## src/rtl/seq_divide_if.sv

```systemverilog
// Operand/result handshake bundle for seq_divide.
// Handshake: a transfer happens on a rising clk edge where valid && ready; valid holds its payload until then.
interface seq_divide_if #(
  parameter int DW = 20,
  parameter int VW = 10
);
  logic          in_valid;
  logic          in_ready;
  logic [DW-1:0] dividend;
  logic [VW-1:0] divisor;
  logic          out_valid;
  logic          out_ready;
  logic [DW-1:0] quotient;
  logic [VW-1:0] remainder;
  logic          div_zero;

  modport master (
    output in_valid, dividend, divisor, out_ready,
    input  in_ready, out_valid, quotient, remainder, div_zero
  );

  modport slave (
    input  in_valid, dividend, divisor, out_ready,
    output in_ready, out_valid, quotient, remainder, div_zero
  );
endinterface

```

## src/rtl/seq_divide.sv

```systemverilog
// Iterative restoring unsigned divider, one quotient bit per clock.
// Optional SEQ_DIVIDE_ZERO_DETECT_EN short-circuits divisor==0 to a one-edge result with div_zero set.
module seq_divide #(
  parameter int DW = 20,
  parameter int VW = 10
) (
  input  logic       clk,
  input  logic       rst,
  seq_divide_if.slave bus,
  output logic [1:0] fsm_state
);
  localparam int CW = $clog2(DW + 1);

  typedef enum logic [1:0] {IDLE = 2'd0, BUSY = 2'd1, DONE = 2'd2} state_t;

  state_t        state;
  state_t        state_next;
  logic [DW-1:0] dvd;
  logic [VW-1:0] dsr;
  logic [VW:0]   p;
  logic [CW-1:0] cnt;
  logic          zdet;
  logic [VW:0]   trial;
  logic          q_bit;
  logic [VW:0]   p_next;

  assign bus.in_ready  = (state == IDLE);
  assign bus.out_valid = (state == DONE);
  assign fsm_state     = state;

  // One restoring step: bring in the next dividend bit, subtract if it fits.
  always_comb begin
    trial  = {p[VW-1:0], dvd[DW-1]};
    q_bit  = (trial >= {1'b0, dsr});
    p_next = q_bit ? (trial - {1'b0, dsr}) : trial;
  end

  always_comb begin
    state_next = state;
    case (state)
      IDLE:    if (bus.in_valid) state_next = BUSY;
      BUSY:    if (zdet || (cnt == CW'(1))) state_next = DONE;
      DONE:    if (bus.out_ready) state_next = IDLE;
      default: state_next = IDLE;
    endcase
  end

`ifndef SEQ_DIVIDE_ZERO_DETECT_EN
  assign zdet = 1'b0;
`endif

  always_ff @(posedge clk or posedge rst) begin
    if (rst) begin
      state         <= IDLE;
      dvd           <= '0;
      dsr           <= '0;
      p             <= '0;
      cnt           <= '0;
      bus.quotient  <= '0;
      bus.remainder <= '0;
      bus.div_zero  <= 1'b0;
`ifdef SEQ_DIVIDE_ZERO_DETECT_EN
      zdet          <= 1'b0;
`endif
    end else begin
      state <= state_next;
      case (state)
        IDLE: begin
          if (bus.in_valid) begin
            dvd <= bus.dividend;
            dsr <= bus.divisor;
            p   <= '0;
            cnt <= CW'(DW);
`ifdef SEQ_DIVIDE_ZERO_DETECT_EN
            zdet <= (bus.divisor == '0);
`endif
          end
        end
        BUSY: begin
          if (zdet) begin
            bus.quotient  <= '1;
            bus.remainder <= dvd[VW-1:0];
            bus.div_zero  <= 1'b1;
          end else begin
            // Quotient bits fill the dividend register from the bottom as it empties.
            p   <= p_next;
            dvd <= {dvd[DW-2:0], q_bit};
            cnt <= cnt - CW'(1);
            if (cnt == CW'(1)) begin
              bus.quotient  <= {dvd[DW-2:0], q_bit};
              bus.remainder <= p_next[VW-1:0];
              bus.div_zero  <= 1'b0;
            end
          end
        end
        default: ;
      endcase
    end
  end
endmodule

```

## src/flat_wrapper.sv

```systemverilog
// flat-port wrapper written by rule: the top's interface ports become plain ports
module seq_divide_flat 
#(
  parameter int DW = 20,
  parameter int VW = 10
)
  (clk, rst, fsm_state, bus_in_valid, bus_dividend, bus_divisor, bus_out_ready, bus_in_ready, bus_out_valid, bus_quotient, bus_remainder, bus_div_zero);
  seq_divide_if #(.DW(DW), .VW(VW)) bus_i ();
  input  logic clk;
  input  logic rst;
  output logic [1:0] fsm_state;
  input wire logic [$bits(bus_i.in_valid)-1:0] bus_in_valid;
  input wire logic [$bits(bus_i.dividend)-1:0] bus_dividend;
  input wire logic [$bits(bus_i.divisor)-1:0] bus_divisor;
  input wire logic [$bits(bus_i.out_ready)-1:0] bus_out_ready;
  output wire logic [$bits(bus_i.in_ready)-1:0] bus_in_ready;
  output wire logic [$bits(bus_i.out_valid)-1:0] bus_out_valid;
  output wire logic [$bits(bus_i.quotient)-1:0] bus_quotient;
  output wire logic [$bits(bus_i.remainder)-1:0] bus_remainder;
  output wire logic [$bits(bus_i.div_zero)-1:0] bus_div_zero;
  assign bus_i.in_valid = bus_in_valid;
  assign bus_i.dividend = bus_dividend;
  assign bus_i.divisor = bus_divisor;
  assign bus_i.out_ready = bus_out_ready;
  assign bus_in_ready = bus_i.in_ready;
  assign bus_out_valid = bus_i.out_valid;
  assign bus_quotient = bus_i.quotient;
  assign bus_remainder = bus_i.remainder;
  assign bus_div_zero = bus_i.div_zero;
  seq_divide #(.DW(DW), .VW(VW)) u_core (.clk(clk), .rst(rst), .bus(bus_i), .fsm_state(fsm_state));
endmodule
```

## config.mk

```make
export PLATFORM = sky130hd
export DESIGN_NAME = seq_divide_flat
export DESIGN_NICKNAME = d
export VERILOG_FILES = /design/src/rtl/seq_divide_if.sv /design/src/rtl/seq_divide.sv /design/src/flat_wrapper.sv
export SDC_FILE = /design/constraint.sdc
export NUM_CORES = 1
export LEC_CHECK = 0
export CAP_MARGIN = 40
export CORE_ASPECT_RATIO = 0.6
export CORE_MARGIN = 5
export CORE_UTILIZATION = 56
export CTS_CLUSTER_DIAMETER = 80
export DETAILED_ROUTE_END_ITERATION = 12
export GPL_TIMING_DRIVEN = 0
export PLACE_DENSITY = 0.84
export SLEW_MARGIN = 20
export SYNTH_ARGS = -nofsm -noshare
export SYNTH_HDL_FRONTEND = slang
export SYNTH_SLANG_ARGS = --single-unit
export TNS_END_PERCENT = 1
```

## constraint.sdc

```tcl
create_clock -name clk -period 4.3 [get_ports clk]
set_clock_uncertainty 0.05 [all_clocks]
set_input_delay 0.86 -clock clk [delete_from_list [all_inputs] [get_ports clk]]
set_output_delay 0.86 -clock clk [all_outputs]
set_load 0.005 [all_outputs]
```

==> results of run 1 <==
-- per-layer routing --
layer / part of all wire / track usage
met5: 0 / 0
met2: 0.43 / 0.309
met1: 0.48 / 0.326
met4: 0.0074 / 0.0395
met3: 0.082 / 0.0733
-- worst paths after layout --
check | start | end | slack [ps] | depth (start not counted)
worst max-delay path | u_core.p[5]$_DFFE_PP0P_ | u_core.bus.remainder[6]$_DFFE_PP0P_ | 1610 | 9
worst min-delay path | u_core.bus.remainder[9]$_DFFE_PP0P_ | u_core.bus.remainder[9]$_DFFE_PP0P_ | 430 | 2
worst max register to register | u_core.p[5]$_DFFE_PP0P_ | u_core.bus.remainder[6]$_DFFE_PP0P_ | 1610 | 9
worst min register to register | u_core.bus.remainder[9]$_DFFE_PP0P_ | u_core.bus.remainder[9]$_DFFE_PP0P_ | 430 | 2
max in group asynchronous | rst | u_core.bus.quotient[0]$_DFFE_PP0P_ | 2800 | 3
min in group asynchronous | rst | u_core.bus.quotient[14]$_DFFE_PP0P_ | 830 | 2
-- power by group --
part	switching (W)	internal, W
clock	0.000270	0.000327
combinational	0.00115	0.00100
sequential	0.000241	0.00108
total	0.00166	0.00241
-- kinds of logic (layout without fill, tap and decap cells) --
kind of cell / after synthesis / in the layout / share of synthesized area
xor gates and xnor gates: 5 / 5 / 0.0120
and+or+nand+nor: 108 / 108 / 0.131
adders and majority gates: 13 / 13 / 0.0467
DFF: 77 / 77 / 0.529
buffers and inverters: 41 / 125 / 0.0470
AOI/OAI and AO/OA: 81 / 81 / 0.144
other: 1 / 1 / 0.00103
muxes: 30 / 30 / 0.0896
-- registers in the layout (all words and copies together), names as in the netlist --
register,count
u_core.p,10
u_core.bus.quotient,20
u_core.fsm_state,2
u_core.dsr,10
u_core.bus.remainder,10
u_core.cnt,5
u_core.dvd,20
-- cell type report --
| cell class | count | area, um^2 | share of cell area |
|---|---|---|---|
| Multi-Input combinational cell | 238 | 1550 | 0.332 |
| Clock buffer | 10 | 128 | 0.0274 |
| Timing Repair Buffer | 68 | 691 | 0.148 |
| Sequential cell | 77 | 1930 | 0.414 |
| Inverter | 19 | 73.8 | 0.0159 |
| Clock inverter | 6 | 86.3 | 0.0185 |
| Tap cell | 84 | 105 | 0.0226 |
| Buffer | 22 | 100 | 0.0215 |
-- cell usage in the layout, fill, tap and decap left out, drive strengths merged, types with 3 or more instances in the layout --
cell	n
dfrtp	77
clkdlybuf4s50	67
nand2	66
o21ai	33
clkbuf	25
mux2	21
inv	20
a22oi	19
nand3	14
ha	12
mux2i	9
a21oi	9
buf	8
nor2	7
a21o	5
nor3	5
nand2b	4
o211ai	4
nand4	3
xnor2	3
-- tightest hold or removal path, cell delays in order, from the launching register on --
cell and delay [ps]:
dfrtp_1 350, nand2_1 40, o21ai_0 50
-- metrics by stage --
step | total power [W] | hold slack, ps | utilization | setup WS, ps | instance area [um^2]
after global routing | 0.00435 | 465 | 0.749 | 1490 | 4660
after global placement | 0.00332 | 413 | 0.711 | 279 | 4420
after detailed placement | 0.00344 | 422 | 0.714 | 1690 | 4440
after CTS | 0.00406 | 440 | 0.749 | 1680 | 4660
final | 0.00407 | 431 | 0.749 | 1610 | 4660
after floorplan | 0.00270 | 402 | - | 1420 | 3640
-- Yosys cell counts, drive strengths merged (2+ instances only) --
cell | number | area [um^2]
dfrtp | 77 | 1930
nand2 | 66 | 248
o21ai | 33 | 165
mux2 | 21 | 236
a22oi | 19 | 143
inv | 19 | 71.3
clkbuf | 15 | 56.3
nand3 | 14 | 70.1
ha | 12 | 150
a21oi | 9 | 56.3
mux2i | 9 | 90.1
buf | 7 | 43.8
nor2 | 7 | 26.3
a21o | 5 | 37.5
nor3 | 5 | 25.0
nand2b | 4 | 25.0
o211ai | 4 | 30.0
nand4 | 3 | 18.8
xnor2 | 3 | 26.3
a31oi | 2 | 12.5
xor2 | 2 | 17.5
==> out/results.ini, run 1 <==
[synthesis]
yosysSeqAreaShare=0.529
synthFlopType=dfrtp_1
synthCells=356
syn_area_per_cell_um2=10.2
syn_nets=403
synth_edf_count=0
synth_seq_cells=77
synth_cell_types=46
yosysWarningCount=0
ys_async_sr_fraction=1.00
synthesis.area_um2=3640

[grt]
grt_antenna_before_repair=0
grt_usage=0.217
grt_max_degree=43
grt_pass1_wl_um=14100
grt_pass1_vias=2864
grt.overflow.total=0

[clock_network]
numCtsBuffers=9
root_buffer=clkbuf_8
cts_tree=done
cts_buffer_depth=2
cts.sinks=77
post_cts_resized=0
clk_latency_ps=340
htreeDepth=3
cts_setup_buffers=0
ctsHoldBuffers=0
clkTransAtPathRegs_ps=80

[floorplanning]
fp.coreArea_um2=6220
fp.dieW_um=114
start_util=0.586
die_h_um=72.5
io_pins=69
rows=22
die_area_um2=8270

[sta]
relSlewSlack=0.591
period_minus_slack_ps=2690
worstMarginPinSlew_ps=614
finalCritPeriodShare=0.626
setup_viol_count_final=0
setup_tns_ps=0
fmax_mhz=372
rsz0062_at_grt=no
hold_viol_final=0
maxSlewViolCount=0

[detailed_routing]
initialDrtViolationCount=224
vias=2958
viasPerCell=5.65
drt-pass1-iter-count=5
wire_per_inst_um=16.5
ant_nets=0
drcViolationCount=0
finalWirelength_um=8640

[placed_design]
io_buffers=67
dp_hpwl_um=6440
dp_cells=508
routabilityCongestion=0.903

[layout]
num-nets-final=482
drive_above_1_share=0.105
stdcell_count=524
syn_to_final_growth_pct=27.8
antennaDiodeCount=0
fill_cells=463

[worst_setup_path]
cp_top_family=compound AO/OA/AOI/OAI gates
critPathMaxFanout=10
critPathKind=flip-flop to flip-flop
cp.arrival_ps=2860
start_kind=flip-flop
max_stage_delay_ps=440
crit_slowest_cell=dfrtp_1
critPathBufInv=2
cp-end-kind=flip-flop
required_ps=4470
cp_cell_sequence=ha_1 -> buf_2 -> nand4_1 -> o31ai_2 -> nor2_1 -> a21oi_4 -> buf_6 -> mux2i_1 -> o21ai_1

[pwr]
ir_drop_mv=0.373
p_leak_nw=2.14
pwr_density_cell_nw_per_um2=873

[worst_hold_path]
hold_path_class=flip-flop to flip-flop

[run_status]
outcome=finished, final reports clean

[job]
cap_violations=0

No activity file was read; power rests on OpenSTA's default activity.
==> run 2: changes to the inputs <==
--- a/config.mk
+++ b/config.mk
@@ -8,11 +8,11 @@
 export CAP_MARGIN = 40
 export CORE_ASPECT_RATIO = 0.6
 export CORE_MARGIN = 5
-export CORE_UTILIZATION = 56
+export CORE_UTILIZATION = 52
 export CTS_CLUSTER_DIAMETER = 80
 export DETAILED_ROUTE_END_ITERATION = 12
 export GPL_TIMING_DRIVEN = 0
-export PLACE_DENSITY = 0.84
+export PLACE_DENSITY = 0.79
 export SLEW_MARGIN = 20
 export SYNTH_ARGS = -nofsm -noshare
 export SYNTH_HDL_FRONTEND = slang
==> constraint.sdc (replaced) <==
create_clock -name clk -period 2.69 [get_ports clk]
set_clock_uncertainty 0.05 [all_clocks]
set_input_delay 0.538 -clock clk [delete_from_list [all_inputs] [get_ports clk]]
set_output_delay 0.538 -clock clk [all_outputs]
set_load 0.005 [all_outputs]
==> out/results.ini, run 2 (same netlist as run 1, synthesis figures left out) <==
[worst_setup_path]
cp-end-kind=flip-flop  ; unchanged
cp_cell_sequence=ha_1 -> buf_2 -> nand4_1 -> o31ai_2 -> nor2_1 -> a21oi_4 -> buf_6 -> mux2i_2 -> o21ai_1  ; was ha_1 -> buf_2 -> nand4_1 -> o31ai_2 -> nor2_1 -> a21oi_4 -> buf_6 -> mux2i_1 -> o21ai_1
r2r_cells=9  ; unchanged
r2r-end=u_core.bus.remainder[6]$_DFFE_PP0P_  ; unchanged
start_kind=flip-flop  ; unchanged
required_ps=2840  ; was 4470 ps
critPathCapture=u_core.bus.remainder[6]$_DFFE_PP0P_  ; unchanged
critPathMaxFanout=10  ; unchanged
max_stage_delay_ps=450  ; was 440 ps
rrSetupSlack_ps=70  ; was 1610 ps
cp_top_family=compound AO/OA/AOI/OAI gates  ; unchanged
cp_num_cells=9  ; unchanged
critPathKind=flip-flop to flip-flop  ; unchanged
crit_start=u_core.p[5]$_DFFE_PP0P_  ; unchanged
cp.arrival_ps=2770  ; was 2860 ps
crit_slowest_cell=dfrtp_1  ; unchanged
critPathBufInv=2  ; unchanged
r2r-start=u_core.p[5]$_DFFE_PP0P_  ; unchanged

[clock_network]
cts_setup_buffers=0  ; unchanged
root_buffer=clkbuf_16  ; was clkbuf_8
cts.sinks=77  ; unchanged
htreeDepth=3  ; unchanged
clkTransAtPathRegs_ps=60  ; was 80 ps
ctsHoldBuffers=0  ; unchanged
numCtsBuffers=9  ; unchanged
cts_buffer_depth=2  ; unchanged
clk_latency_ps=330  ; was 340 ps
cts_tree=done  ; unchanged

[floorplanning]
start_util=0.541  ; was 0.586
die_h_um=74.9  ; was 72.5 um
io_pins=69  ; unchanged
fp.dieW_um=118  ; was 114 um
fp.coreArea_um2=6730  ; was 6220 um^2
rows=23  ; was 22
die_area_um2=8840  ; was 8270 um^2

[sta]
setup_viol_count_final=0  ; unchanged
maxSlewViolCount=0  ; unchanged
finalCritPeriodShare=0.975  ; was 0.626
timing.hold.ws_ps=436  ; was 431 ps
rsz0062_at_grt=yes  ; was no
setup_slack_ps=66.4  ; was 1610 ps
fmax_mhz=381  ; was 372 MHz
setup_tns_ps=0  ; unchanged
worstMarginPinSlew_ps=617  ; was 614 ps
period_minus_slack_ps=2620  ; was 2690 ps
relSlewSlack=0.583  ; was 0.591
hold_viol_final=0  ; unchanged

[pwr]
ir_drop_mv=0.629  ; was 0.373 mV
pwr_density_cell_nw_per_um2=1460  ; was 873 nW/um^2
p_leak_nw=2.18  ; was 2.14 nW

[layout]
final_cell_mix=dfrtp_1 (77), clkdlybuf4s50_1 (67), nand2_1 (66), o21ai_0 (25), mux2_2 (21)  ; unchanged
antennaDiodeCount=0  ; unchanged
layout_commonest_cell=dfrtp_1  ; unchanged
num-nets-final=482  ; unchanged
syn_to_final_growth_pct=31.5  ; was 27.8%
drive_above_1_share=0.114  ; was 0.105
reg_top3=u_core.bus.quotient (20), u_core.dvd (20)  ; unchanged

[detailed_routing]
finalWirelength_um=9140  ; was 8640 um
initialDrtViolationCount=253  ; was 224
wire_per_inst_um=17.3  ; was 16.5 um
ant_nets=0  ; unchanged
vias=2985  ; was 2,958
drcViolationCount=0  ; unchanged
drt-pass1-iter-count=7  ; was 5
viasPerCell=5.66  ; was 5.65

[job]
cap_violations=0  ; unchanged

[run_status]
outcome=finished, final reports clean  ; unchanged

[placed_design]
io_buffers=67  ; unchanged
routabilityCongestion=0.882  ; was 0.903
dp_slack_ps=129  ; was 1690 ps
dp_hpwl_um=6440  ; about the same

[worst_hold_path]
hold_path_class=flip-flop to flip-flop  ; unchanged

[grt]
grt_pass1_vias=3051  ; was 2,864
grt_usage=0.217  ; about the same
grt_pass1_wl_um=15100  ; was 14,100 um
grt.overflow.total=0  ; unchanged
grt_antenna_before_repair=0  ; unchanged
grt_max_degree=60  ; was 43

==> run 2: how the worst min path moves through the flow <==
stage          cells after the start                             endpoint  slack, ps                                start
2_1_floorplan                      2            u_core.dsr[0]$_DFFE_PP0P_        400            u_core.dsr[0]$_DFFE_PP0P_
3_3_place_gp                       2  u_core.bus.remainder[3]$_DFFE_PP0P_        410  u_core.bus.remainder[3]$_DFFE_PP0P_
3_5_place_dp                       2  u_core.bus.remainder[9]$_DFFE_PP0P_        430  u_core.bus.remainder[9]$_DFFE_PP0P_
4_1_cts                            2  u_core.bus.remainder[9]$_DFFE_PP0P_        440  u_core.bus.remainder[9]$_DFFE_PP0P_
5_1_grt                            2  u_core.bus.remainder[9]$_DFFE_PP0P_        460  u_core.bus.remainder[9]$_DFFE_PP0P_
6_report                           2  u_core.bus.remainder[9]$_DFFE_PP0P_        440  u_core.bus.remainder[9]$_DFFE_PP0P_
==> run 2: final cells by class <==
| type | count | area, um^2 |
|---|---|---|
| Fill cell | 503 | 1940 |
| Sequential cell | 77 | 1930 |
| Multi-Input combinational cell | 238 | 1560 |
| Timing Repair Buffer | 68 | 698 |
| Clock buffer | 11 | 243 |
| Tap cell | 87 | 109 |
| Buffer | 22 | 100 |
| Clock inverter | 5 | 81.3 |
| Inverter | 19 | 73.8 |
==> run 2: worst min-delay path, stage by stage (launching register included) <==
cell     delay (ps)
dfrtp_1         340
nand2_1          50
o21ai_0          60
==> run 2: layer usage <==
layer  up-vias  global-route usage  share of wire
met2       140               0.320           0.43
met4         0              0.0738          0.014
met3        13              0.0601          0.083
met1      1440               0.314           0.47
met5         -                   0              0
li1       1392                   -              -
==> run 2: repair_timing <==
item | CTS | global route
setup endpoints to repair | 0 | 6
resized for setup | 0 | 4
endpoints found under the hold margin | 0 | 0
==> run 2: metrics by stage <==
step / area (um^2) / std cells / utilization / power, W
after floorplan: 3640 / 356 / - / 0.00431
after global placement: 4420 / 510 / 0.657 / 0.00532
after detailed placement: 4450 / 511 / 0.661 / 0.00550
after CTS: 4780 / 527 / 0.710 / 0.00688
after global routing: 4790 / 527 / 0.712 / 0.00747
final: 4790 / 527 / 0.712 / 0.00699
==> run 2: where the power goes <==
group	internal, W	total, W	switching (W)
registers	0.00173	0.00213	0.000401
clock network	0.000840	0.00131	0.000473
logic	0.00165	0.00355	0.00190
total	0.00421	0.00699	0.00278
